### config.mk
export PLATFORM = sky130hd
export DESIGN_NAME = fpu_ss_writeback
export DESIGN_NICKNAME = d
export VERILOG_FILES = /design/src/rtl/fpu_ss_pkg.sv /design/src/rtl/fpu_ss_writeback.sv
export SDC_FILE = /design/constraint.sdc
export NUM_CORES = 1
export LEC_CHECK = 0
export ABC_AREA = 1
export CAP_MARGIN = 20
export CORE_MARGIN = 10
export CORE_UTILIZATION = 45
export CTS_BUF_LIST = sky130_fd_sc_hd__clkbuf_4
export DETAILED_ROUTE_END_ITERATION = 10
export DONT_BUFFER_PORTS = 1
export PLACE_DENSITY = 0.57
export RECOVER_POWER = 100
export SLEW_MARGIN = 15
export SYNTH_ARGS = -nofsm -noshare
export SYNTH_HDL_FRONTEND = slang
export SYNTH_SLANG_ARGS = --single-unit
### constraint.sdc
create_clock -name clk_i -period 5.7 [get_ports clk_i]
set_input_delay 1.14 -clock clk_i [delete_from_list [all_inputs] [get_ports clk_i]]
set_output_delay 1.14 -clock clk_i [all_outputs]
set_load 0.01 [all_outputs]
### src/rtl/fpu_ss_pkg.sv
// rtl/fpu_ss_pkg.sv - shared types for the FPU subsystem writeback path
package fpu_ss_pkg;

  parameter int X_ID_WIDTH = 4;

  // FPnew operation tag: destination address, FP-vs-integer destination, instruction id
  typedef struct packed {
    logic [4:0]            addr;
    logic                  rd_is_fp;
    logic [X_ID_WIDTH-1:0] id;
  } fpu_tag_t;

  // Load metadata: instruction id, FP destination register, regfile write enable
  typedef struct packed {
    logic [X_ID_WIDTH-1:0] id;
    logic [4:0]            rd;
    logic                  we;
  } mem_metadata_t;

  // cv-x-if result packet returned to the core
  typedef struct packed {
    logic [X_ID_WIDTH-1:0] id;
    logic [31:0]           data;
    logic [4:0]            rd;
    logic                  we;
    logic [2:0]            ecswe;
    logic [5:0]            ecsdata;
    logic                  exc;
    logic [5:0]            exccode;
  } x_result_t;

endpackage

### src/rtl/fpu_ss_writeback.sv
// rtl/fpu_ss_writeback.sv - FPU subsystem writeback: regfile/fflags writes and in-order result FIFO
//
// Merges FPnew results and load results. Loads cannot be stalled, so they
// take the regfile port and block FPU acceptance in the same cycle.
// Ports:
//   clk_i, rst_i                      clock, synchronous active-high reset
//   fpu_res_*/fpu_tag_i/fpu_status_i  FPnew result handshake and payload
//   mem_res_valid_i/rdata/meta        load result (no ready)
//   fpr_we_o/waddr/wdata              registered FP regfile write port
//   fflags_we_o/fflags_o              registered fflags accumulate pulse
//   x_result_valid_o/ready_i/x_result_o  buffered in-order result stream
//   overflow_o                        sticky: a load result was dropped at a full FIFO
module fpu_ss_writeback
  import fpu_ss_pkg::*;
#(
  parameter int FIFO_DEPTH = 4,
  parameter int X_ID_WIDTH = fpu_ss_pkg::X_ID_WIDTH
) (
  input  logic          clk_i,
  input  logic          rst_i,
  input  logic          fpu_res_valid_i,
  output logic          fpu_res_ready_o,
  input  logic [31:0]   fpu_res_i,
  input  fpu_tag_t      fpu_tag_i,
  input  logic [4:0]    fpu_status_i,
  input  logic          mem_res_valid_i,
  input  logic [31:0]   mem_res_rdata_i,
  input  mem_metadata_t mem_meta_i,
  output logic          fpr_we_o,
  output logic [4:0]    fpr_waddr_o,
  output logic [31:0]   fpr_wdata_o,
  output logic          fflags_we_o,
  output logic [4:0]    fflags_o,
  output logic          x_result_valid_o,
  input  logic          x_result_ready_i,
  output x_result_t     x_result_o,
  output logic          overflow_o
);

  localparam int PW = $clog2(FIFO_DEPTH);
  localparam logic [PW:0] DEPTH_C = (PW+1)'(FIFO_DEPTH);

  x_result_t             fifo_mem [FIFO_DEPTH];
  logic [PW-1:0]         wr_ptr;
  logic [PW-1:0]         rd_ptr;
  logic [PW:0]           count;

  logic                  full;
  logic                  fpu_accept;
  logic                  pop;
  logic                  push;
  logic                  dropped;
  logic [X_ID_WIDTH-1:0] push_id;
  x_result_t             push_entry;

  assign full             = (count == DEPTH_C);
  // Ready looks only at the current occupancy; a same-cycle pop never opens it.
  assign fpu_res_ready_o  = !rst_i && !mem_res_valid_i && (count < DEPTH_C);
  assign fpu_accept       = fpu_res_valid_i && fpu_res_ready_o;
  assign x_result_valid_o = !rst_i && (count != '0);
  assign x_result_o       = fifo_mem[rd_ptr];
  assign pop              = x_result_valid_o && x_result_ready_i;
  // A full FIFO can only take a push if the head leaves in the same cycle.
  assign push             = (fpu_accept || mem_res_valid_i) && (!full || pop);
  // Only a load can arrive at a full FIFO (FPU ready is low then), so only loads drop.
  assign dropped          = mem_res_valid_i && full && !pop;
  assign push_id          = mem_res_valid_i ? mem_meta_i.id : fpu_tag_i.id;

  always_comb begin
    push_entry    = '0;
    push_entry.id = push_id;
    if (mem_res_valid_i) begin
      push_entry.rd = mem_meta_i.rd;
    end else begin
      push_entry.data = fpu_res_i;
      push_entry.rd   = fpu_tag_i.addr;
      // Integer-destination ops (fcvt/feq...) return their result to the core's regfile.
      push_entry.we   = !fpu_tag_i.rd_is_fp;
    end
  end

  always_ff @(posedge clk_i) begin
    if (rst_i) begin
      wr_ptr      <= '0;
      rd_ptr      <= '0;
      count       <= '0;
      fpr_we_o    <= 1'b0;
      fpr_waddr_o <= '0;
      fpr_wdata_o <= '0;
      fflags_we_o <= 1'b0;
      fflags_o    <= '0;
      overflow_o  <= 1'b0;
    end else begin
      // Loads own the regfile port; the FPU is never accepted in the same cycle.
      if (mem_res_valid_i) begin
        fpr_we_o    <= mem_meta_i.we;
        fpr_waddr_o <= mem_meta_i.rd;
        fpr_wdata_o <= mem_res_rdata_i;
      end else if (fpu_accept) begin
        fpr_we_o    <= fpu_tag_i.rd_is_fp;
        fpr_waddr_o <= fpu_tag_i.addr;
        fpr_wdata_o <= fpu_res_i;
      end else begin
        fpr_we_o    <= 1'b0;
      end

      fflags_we_o <= fpu_accept;
      fflags_o    <= fpu_accept ? fpu_status_i : 5'd0;
      overflow_o  <= overflow_o | dropped;

      if (push) begin
        fifo_mem[wr_ptr] <= push_entry;
        wr_ptr           <= wr_ptr + 1'b1;
      end
      if (pop) begin
        rd_ptr <= rd_ptr + 1'b1;
      end
      case ({push, pop})
        2'b10:   count <= count + 1'b1;
        2'b01:   count <= count - 1'b1;
        default: count <= count;
      endcase
    end
  end

endmodule

==> summary.txt <==
Setup path
  • Reg2reg end: fifo_mem[3][15]$_DFFE_PP_
  • Setup crit start kind: input port
  • CP max-delay cell: nor2_2
  • R2R Setup Slk: 1420 ps
  • CP Data Required Time: 6020 ps
  • Worst-path cell chain: nor2_1 > a21oi_4 > clkbuf_1 > inv_1 > nand3_1 > nor2_2 > buf_4
  • Crit Path Max Fanout: 37
  • Family with the most delay on the worst path: buffers and inverters
  • Worst path arrival time: roughly 4700 ps
  • Critical path capture point type: flip-flop
  • WS Path Type: input port to flip-flop
  • CP Buf/Inv Count: 3
  • R2R Path Start: count[2]$_SDFFE_PP0P_
  • Number of cells on the worst reg-to-reg path: 7
  • Crit-path max cell delay: about 1200 ps

Placement
  • Placed Instances: between 1k and 1.5k
  • Port Buffers: 0
  • Gpl congestion: slightly below 0.8
  • DP Area: 9020 um2
  • HPWL after detailed placement: about 14 mm

Yosys
  • Synthesized area per cell: around 11 um2
  • Synth area leader: edfxtp_1
  • #FFs+latches synth: between 200 and 250
  • Synth cell types: 29
  • Largest cells by area after synthesis: edfxtp_1 57%, dfxtp_1 12%, nand2_1 5.6%
  • Post-synth EDFFs: 168
  • Mapped Area: 8880 um2
  • Post-synthesis sequential area ratio: 69.0%
  • Post-synth top area share: approximately 57%
  • Synth async-reset ratio: 0%
  • Syn. warnings: 0
  • Post-Syn Instances: ~800
  • Most common cell in the netlist: edfxtp_1
  • Commonest cells in the netlist: 168 x edfxtp_1, 133 x nand2_1, 127 x nor2_1, 87 x o21ai_0, 54 x dfxtp_1
  • Ys flop type: edfxtp_1

STA
  • Least-Margin Pin Slew: roughly 1900 ps
  • Worst slew margin: -24.7%
  • RSZ-0062 raised after global routing: false
  • Hold Fails Final Rpt: 0
  • Setup TNS: 0 ps
  • Tmin final: roughly 4400 ps
  • Final setup fails: 0
  • Final Cycle Share: ~77%
  • Final Slew Violations: 134
  • Fmax: roughly 230 MHz
  • Setup Skew: approximately 29 ps

Finish
  • Fraction of layout cells with a size suffix above 1: 12.1%
  • Fin cells: about 1.1k
  • Area growth, synth to finish: 9.15%
  • Final #Nets: around 930
  • Final Cell Area: approximately 9700 um2
  • Fill count: 1757

CTS
  • Latest clock arrival within the worst-skew pair: between 600 and 700 ps
  • CTS tree: yes
  • # clock sinks: 222
  • H-tree Lvls: 2
  • Hold Buf Count CTS: 0
  • CTS resizes: 0
  • Setup Fix Bufs, Post-CTS: 0
  • Reg clk slew, reported paths: approximately 70 ps
  • CTS Root Cell: clkbuf_4
  • Num CTS Buffers: 53
  • Clock buffer depth: 3

Drt
  • Vias/cell: approximately 5.2
  • Via count: slightly below 6k
  • Initial DRT Pass Iterations: 5
  • Post-route DRC: 0
  • Avg WL per Cell: around 19 um
  • Post-DRT Antenna Nets: 0
  • DRT Wirelength: between 20 and 25 mm
  • Initial drt markers: ~350

Status
  • Status: finished with violations
  • Failing checks: max-capacitance violations, max-slew violations

Min path
  • Worst hold path class: flip-flop to flip-flop
  • Worst Hold Path EP: rd_ptr[1]$_SDFFE_PP0P_
  • Hold path depth: 2
  • Worst hold path startpoint: rd_ptr[1]$_SDFFE_PP0P_

Power
  • Peak supply drop: between 150 and 200 uV
  • Cell area power density: 356 nW/um2
  • Lkg Pwr: about 3.6 nW

Global route
  • Grt total ovfl: 0
  • Initial antenna violation count: 1
  • Vias in the first global route: ~6.0k
  • Largest net degree at the start of global routing: 85
  • Gr usage total: 16.4%
  • First-pass GRT wire length: between 30 and 40 mm

Floorplanning
  • IO Pins: just under 200
  • Die ar.: between 20000 and 30000 um2
  • Num rows: 51
  • Core footprint: around 19000 um2
  • Die span in x: around 160 um
  • Starting Density: 45.6%
  • Die H: 160 um

Run
  • Max Cap Violations: 4
kinds of logic after synthesis:
kind of cell	synth area share [%]
AO/OA/AOI/OAI	11.7
adder cells (fa/ha/maj)	0.789
buffers and inverters	6.30
flip-flops	69.0
other	0.0422
AND/OR/NAND/NOR	12.2
layer usage:
layer	vias to the layer above	GRT usage [%]	wire (um)
met5	-	0	0
met4	0	6.26	474
met3	32	6.08	1880
met2	255	26.5	10600
met1	2798	19.6	8940
li1	2860	-	-
worst min-delay path, delay by kind of cell (launching register included):
kind / cells / cell delay, ps
buffers and inverters: 1 / 70
flip-flops: 1 / 300
AO/OA/AOI/OAI: 1 / 60
metrics by stage:
stage | util, % | total power [mW] | setup slack (ps) | hold slack (ps)
after detailed placement | 46.3 | 2.23 | 1820 | 464
after global routing | 49.8 | 3.63 | 970 | 500
after global placement | 46.3 | 2.22 | 1900 | 456
after floorplan | - | 2.15 | 1580 | 444
final | 49.8 | 3.45 | 1320 | 476
after CTS | 49.9 | 3.50 | 1980 | 475
how the worst max path moves through the flow:
stage | startpoint | end | depth (start not counted)
floorplan | rst_i | fifo_mem[0][0]$_DFFE_PP_ | 7
global placement | rst_i | fifo_mem[2][35]$_DFFE_PP_ | 7
detailed placement | rst_i | fifo_mem[2][35]$_DFFE_PP_ | 7
CTS | flip-flop | x_result_o[26] | 4
global route | rst_i | fifo_mem[3][16]$_DFFE_PP_ | 7
finish | rst_i | fifo_mem[3][15]$_DFFE_PP_ | 7
power breakdown:
group          total [mW]  leakage (nW)  internal, mW  switching [mW]
logic               0.311          1.15        0.0746           0.237
registers            1.87          2.00          1.83          0.0406
clock network        1.27         0.418         0.656           0.612
cell type report:
class	count	area [um2]	area share [%]
antenna	1	2.50	0.0258
clock inverter	25	133	1.37
timing repair buffer	10	83.8	0.865
multi-input combinational	482	2240	23.1
sequential	222	6130	63.2
inverter	57	215	2.22
tap	265	332	3.42
clock buffer	74	556	5.73
sequential cells by signal, summed over array words and instances (netlist names), named ones only:
| signal | cells |
|---|---|
| fifo_mem | 168 |
| overflow_o | 1 |
| fflags_o | 5 |
| fpr_we_o | 1 |
| count | 3 |
| rd_ptr | 2 |
| fflags_we_o | 1 |
| wr_ptr | 2 |
| fpr_waddr_o | 5 |
| fpr_wdata_o | 32 |
placed cells by master (no fill, tap or decap), types with 2 or more instances in the layout:
| master | instances |
|---|---|
| a31oi_1 | 37 |
| clkinv_2 | 10 |
| clkinv_1 | 13 |
| nand3_1 | 6 |
| inv_2 | 3 |
| buf_4 | 6 |
| nand2_1 | 134 |
| inv_1 | 54 |
| nor2_2 | 3 |
| edfxtp_1 | 168 |
| nand2_2 | 2 |
| clkbuf_4 | 74 |
| a21oi_1 | 10 |
| conb_1 | 16 |
| dfxtp_1 | 53 |
| nor2_1 | 127 |
| clkbuf_1 | 3 |
| o21ai_0 | 93 |
| ha_1 | 4 |
| o22ai_1 | 42 |
| o21ai_1 | 2 |
Power figures use the tool's default switching activity.
